### config.mk
export PLATFORM = sky130hd
export DESIGN_NAME = fetch_unit
export DESIGN_NICKNAME = d
export VERILOG_FILES = /design/src/rtl/fetch_unit.sv
export SDC_FILE = /design/constraint.sdc
export NUM_CORES = 1
export LEC_CHECK = 0
export BUFFER_PORTS_ARGS = -buffer_cell sky130_fd_sc_hd__buf_2
export CORE_MARGIN = 4
export CORE_UTILIZATION = 50
export DETAILED_ROUTE_END_ITERATION = 12
export GPL_ROUTABILITY_DRIVEN = 0
export PLACE_DENSITY = 0.72
export SKIP_LAST_GASP = 1
export SLEW_MARGIN = 10
export SYNTH_ARGS = -nofsm -noshare
export SYNTH_HDL_FRONTEND = slang
export SYNTH_SLANG_ARGS = --single-unit
### constraint.sdc
create_clock -name clk -period 3.9 [get_ports clk]
set_clock_uncertainty 0.1 [all_clocks]
set_input_delay 0.585 -clock clk [delete_from_list [all_inputs] [get_ports clk]]
set_output_delay 0.585 -clock clk [all_outputs]
set_load 0.01 [all_outputs]
### src/rtl/fetch_unit.sv
// Instruction-fetch stage: owns the PC, issues word-aligned imem requests, pairs in-order
// responses with their PC and hands {pc, inst} to decode through a small FIFO.
package fetch_unit_pkg;
    typedef struct packed {
        logic [31:0] pc;
        logic [31:0] inst;
    } fetch_info_t;
endpackage

module fetch_unit
    import fetch_unit_pkg::*;
#(
    parameter logic [31:0] RESET_PC        = 32'h0000_0000,
    parameter int unsigned FIFO_DEPTH      = 2,
    parameter int unsigned MAX_OUTSTANDING = 2
) (
    input  logic        clk,
    input  logic        rst,
    output logic        imem_req_valid,
    input  logic        imem_req_ready,
    output logic [31:0] imem_req_addr,
    input  logic        imem_resp_valid,
    input  logic [31:0] imem_resp_data,
    input  logic        redirect_valid,
    input  logic [31:0] redirect_pc,
    output logic        out_valid,
    input  logic        out_ready,
    output logic [63:0] fetch_info,
    output logic        fetch_error
);
    localparam int unsigned OW = $clog2(MAX_OUTSTANDING + 1);
    localparam int unsigned CW = $clog2(FIFO_DEPTH + 1);
    localparam int unsigned PW = $clog2(FIFO_DEPTH);
    localparam int unsigned TW = (MAX_OUTSTANDING > 1) ? $clog2(MAX_OUTSTANDING) : 1;

    typedef enum logic {RUN, FLUSH} state_e;

    state_e        state_q, state_d;
    logic [31:0]   pc_q, pc_d;
    logic [OW-1:0] outst_q, outst_d;
    logic [OW-1:0] drop_q, drop_d;
    logic [TW-1:0] tag_wr_q, tag_wr_d, tag_rd_q, tag_rd_d;
    logic [PW-1:0] wr_ptr_q, wr_ptr_d, rd_ptr_q, rd_ptr_d;
    logic [CW-1:0] cnt_q, cnt_d;
    logic          err_q, err_d;

    logic [31:0]   tag_q  [MAX_OUTSTANDING];
    fetch_info_t   fifo_q [FIFO_DEPTH];

    logic          accept;
    logic          resp_ok;
    logic          pop;
    logic          push;
    logic [31:0]   credit;

    function automatic logic [TW-1:0] tag_next(input logic [TW-1:0] p);
        return (p == TW'(MAX_OUTSTANDING - 1)) ? '0 : p + TW'(1);
    endfunction

    // Credit counts buffered plus live in-flight fetches; stale ones never reach the FIFO.
    assign credit         = 32'(cnt_q) + 32'(outst_q) - 32'(drop_q);
    assign imem_req_valid = !rst && (32'(outst_q) < 32'(MAX_OUTSTANDING))
                                 && (credit < 32'(FIFO_DEPTH));
    assign imem_req_addr  = pc_q;
    assign accept         = imem_req_valid && imem_req_ready;
    assign resp_ok        = imem_resp_valid && (outst_q != '0);
    assign out_valid      = (cnt_q != '0);
    assign pop            = out_valid && out_ready;
    assign fetch_info     = fifo_q[rd_ptr_q];
    assign fetch_error    = err_q;

    always_comb begin
        state_d  = state_q;
        pc_d     = pc_q;
        outst_d  = outst_q;
        drop_d   = drop_q;
        tag_wr_d = tag_wr_q;
        tag_rd_d = tag_rd_q;
        wr_ptr_d = wr_ptr_q;
        rd_ptr_d = rd_ptr_q;
        cnt_d    = cnt_q;
        err_d    = err_q;
        push     = 1'b0;

        if (accept) begin
            pc_d     = pc_q + 32'd4;
            tag_wr_d = tag_next(tag_wr_q);
        end
        if (resp_ok) begin
            tag_rd_d = tag_next(tag_rd_q);
            if (state_q == FLUSH) begin
                drop_d = drop_q - OW'(1);
            end else begin
                push = 1'b1;
            end
        end
        outst_d = outst_q + OW'(accept) - OW'(resp_ok);

        if (push) begin
            wr_ptr_d = wr_ptr_q + PW'(1);
        end
        if (pop) begin
            rd_ptr_d = rd_ptr_q + PW'(1);
        end
        cnt_d = cnt_q + CW'(push) - CW'(pop);

        // Everything still in flight, including this cycle's accept, belongs to the old path.
        if (redirect_valid) begin
            pc_d     = {redirect_pc[31:2], 2'b00};
            drop_d   = outst_d;
            wr_ptr_d = '0;
            rd_ptr_d = '0;
            cnt_d    = '0;
            push     = 1'b0;
            if (redirect_pc[1:0] != 2'b00) begin
                err_d = 1'b1;
            end
        end

        state_d = (drop_d != '0) ? FLUSH : RUN;
    end

    always_ff @(posedge clk) begin
        if (rst) begin
            state_q  <= RUN;
            pc_q     <= RESET_PC;
            outst_q  <= '0;
            drop_q   <= '0;
            tag_wr_q <= '0;
            tag_rd_q <= '0;
            wr_ptr_q <= '0;
            rd_ptr_q <= '0;
            cnt_q    <= '0;
            err_q    <= 1'b0;
        end else begin
            state_q  <= state_d;
            pc_q     <= pc_d;
            outst_q  <= outst_d;
            drop_q   <= drop_d;
            tag_wr_q <= tag_wr_d;
            tag_rd_q <= tag_rd_d;
            wr_ptr_q <= wr_ptr_d;
            rd_ptr_q <= rd_ptr_d;
            cnt_q    <= cnt_d;
            err_q    <= err_d;
        end
    end

    // PC tag queue and output buffer storage.
    always_ff @(posedge clk) begin
        if (rst) begin
            tag_q  <= '{default: '0};
            fifo_q <= '{default: '0};
        end else begin
            if (accept) begin
                tag_q[tag_wr_q] <= pc_q;
            end
            if (push) begin
                fifo_q[wr_ptr_q] <= '{pc: tag_q[tag_rd_q], inst: imem_resp_data};
            end
        end
    end

    resp_without_request: assert property (
        @(posedge clk) disable iff (rst) imem_resp_valid |-> (outst_q != '0)
    );

endmodule
==> results.yml <==
pwr:
  p_int_mw: 4.12
  leakage_nw: 4.23
  vdd_drop_max_uv: 268
  p_per_area_nw_per_um2: 488
  pwr-share-seq_pct: 45.5
  p_sw_share_pct: 27.9
  power.total_mw: 5.72
  clkPwrFrac_pct: 37.7
  p_switching_mw: 1.60
  p_comb_share_pct: 16.8
critical_path:
  r2r_slack_ns: 0.56
  crit_arrival_ns: 3.62
  path_max_fanout: 67
  worst_ep_required_time_ns: 4.17
  crit_type: "reg2reg"
  worstSetupStartpointType: "flop"
  cp-end-kind: "flop"
detailed_routing:
  post_drt_via_cell_ratio: 5.64
  wl_met1_mm: 11.8
  top_layer: "met5"
  wl_met2_mm: 10.9
  route.met3.wl_mm: 1.61
  wirelength_mm: 24.7
  vias: 8842
  wl_per_cell_um: 15.7
  dr.pass1.iters: 5
  route.detailed.drc: 0
  drtAntennaViolNets: 0
  drt-initial-drc-count: 658
clock_tree:
  clock_latency_ns: 0.50
  numClockSinks: 226
  cts.repair.resized: 0
  cts_setup_buffers: 0
  cts_root_buf: "clkbuf_16"
  cts-buffers-inserted: 24
  htreeDepth: 1
  cts_hold_buf: 0
  clk_path_buf_depth: 3
  clkTransAtPathRegs_ns: 0.06
  cts_tree: "yes"
finish:
  post-route-util_pct: 59.4
  multiInputGateArea_sq_um: 5040
  diodes: 0
  syn_to_final_growth_pct: 15.8
  final_area_sq_um: 11700
  fill_cells: 1785
  seqCellArea_sq_um: 4530
  drive_gt1_share_pct: 21.5
  final_cells: 1569
  fin_nets: 1366
place:
  placed_cell_area_sq_um: 11000
  hpwl_mm: 15.5
  dp.cells: 1526
  io_buffers: 164
  place_ws_ns: 0.586
logic_synthesis:
  synth.area.top_cells: "dfxtp_1 45%, mux2_2 6.9%, a21oi_1 6.5%"
  synth_flop_cell: "dfxtp_1"
  synth.top_cell.area_share_pct: 44.7
  synth-seq-area-share_pct: 44.7
  ys_async_sr_fraction_pct: 0
  synth_common_cells: "226 x dfxtp_1, 151 x nand2_1, 131 x a21oi_1"
  ys_types: 52
  yosysWarnings: 0
  syn_avg_cell_area_sq_um: 8.44
  ys_ff_latch: 226
  syn_area_sq_um: 10100
  syn_inst: 1199
  synth_edf_count: 0
  yosysTopAreaCell: "dfxtp_1"
  yosysMostFrequentCell: "dfxtp_1"
grt:
  grt.total_usage_pct: 21.1
  grt_pass1_vias: 8047
  grt_pass1_wl_mm: 40.3
  grt_max_degree: 113
  overflow: 0
  antenna_found_initial: 1
sta:
  setup_violations: 0
  fin_hold_ws_ns: 0.230
  post-route-period-util_pct: 85.7
  fin_ws_ns: 0.559
  tns_ns: 0
  maxSlewViolCount: 0
  tightest_slew_ns: 1.13
  clock.fmax_mhz: 299
  slew_headroom_pct: 24.9
  rsz0062_at_grt: "false"
  hold_violations: 0
  period_minus_slack_ns: 3.34
floorplanning:
  coreArea_sq_um: 19700
  start_util_pct: 51.3
  dieArea_sq_um: 22600
  fp.dieH_um: 150
  num_rows: 51
  io_pins: 169
  die_w_um: 150
job:
  maxCapViolCount: 0
hold_path:
  hp-class: "in2reg"
status:
  outcome: "finished, final reports clean"
==> placed cells by master (no fill, tap or decap), types with 10 or more instances in the layout <==
master / netlist / final
a211oi_1: 61 / 61
mux2i_1: 30 / 30
or4_1: 10 / 10
o21ai_0: 66 / 66
a21oi_1: 131 / 131
inv_1: 18 / 18
nand3_1: 72 / 72
buf_4: 4 / 11
a311oi_1: 13 / 13
nand2_1: 151 / 151
dfxtp_1: 226 / 224
clkbuf_16: 0 / 25
buf_2: 11 / 163
mux2_2: 62 / 62
clkbuf_1: 99 / 13
or3_1: 13 / 13
nor2_1: 102 / 102
nor2b_1: 12 / 12
nor4_1: 13 / 12
==> power by group through the flow <==
stage / clock network [mW] / logic (mW) / registers [mW]
2_1_floorplan: 0 / 0.730 / 2.57
3_3_place_gp: 0 / 0.942 / 2.65
3_5_place_dp: 0 / 0.958 / 2.65
4_1_cts: 2.21 / 0.963 / 2.60
5_1_grt: 2.30 / 1.07 / 2.62
6_report: 2.16 / 0.958 / 2.60
==> final timing paths <==
kind	start	end	depth (start not counted)
worst max-delay path	outst_q[1]$_SDFF_PP0_	imem_req_addr[14]$_SDFFE_PP0P_	7
worst min-delay path	imem_resp_data[1]	fifo_q[1]$_SDFFE_PP0P_	3
worst max register to register	outst_q[1]$_SDFF_PP0_	imem_req_addr[14]$_SDFFE_PP0P_	7
worst min register to register	fetch_error$_SDFFE_PP0P_	fetch_error$_SDFFE_PP0P_	2
==> kinds of logic after synthesis <==
kind of cell,Yosys count,synth area share [%]
compound gates,315,19.4
xor+xnor,10,0.865
flops,226,44.7
other cells,1,0.0370
simple gates,405,18.2
mux,92,9.86
buf+inv,141,5.66
fa+ha+maj,9,1.26
==> area by class of cell <==
class                      instances  area share [%]
clock inverter                     2           0.299
sequential                       226            38.6
multi-input combinational        835            43.0
clock buffer                      41            6.11
timing repair buffer             179            8.44
inverter                          21           0.673
tap                              265            2.83
==> registers in the layout (all words and copies together), names as in the netlist <==
| name | cells |
|---|---|
| tag_wr_q | 1 |
| fifo_q | 124 |
| tag_rd_q | 1 |
| cnt_q | 2 |
| state_q | 1 |
| tag_q | 60 |
| rd_ptr_q | 1 |
| outst_q | 2 |
| imem_req_addr | 30 |
| drop_q | 2 |
| fetch_error | 1 |
| wr_ptr_q | 1 |
==> worst max-delay path, cell delays in order, from the launching register on <==
cell	delay, ns
dfxtp_1	0.46
fa_1	0.49
fa_1	0.53
nor4b_1	0.28
o311a_2	0.25
buf_4	0.53
a311oi_1	0.17
a2111oi_0	0.35
==> layer usage <==
layer,track usage [%],vias to the layer above
met1,31.6,4095
met5,0,-
met3,3.16,25
met4,4.67,2
met2,32.1,276
li1,-,4444
(Power assumes the default switching activity.)
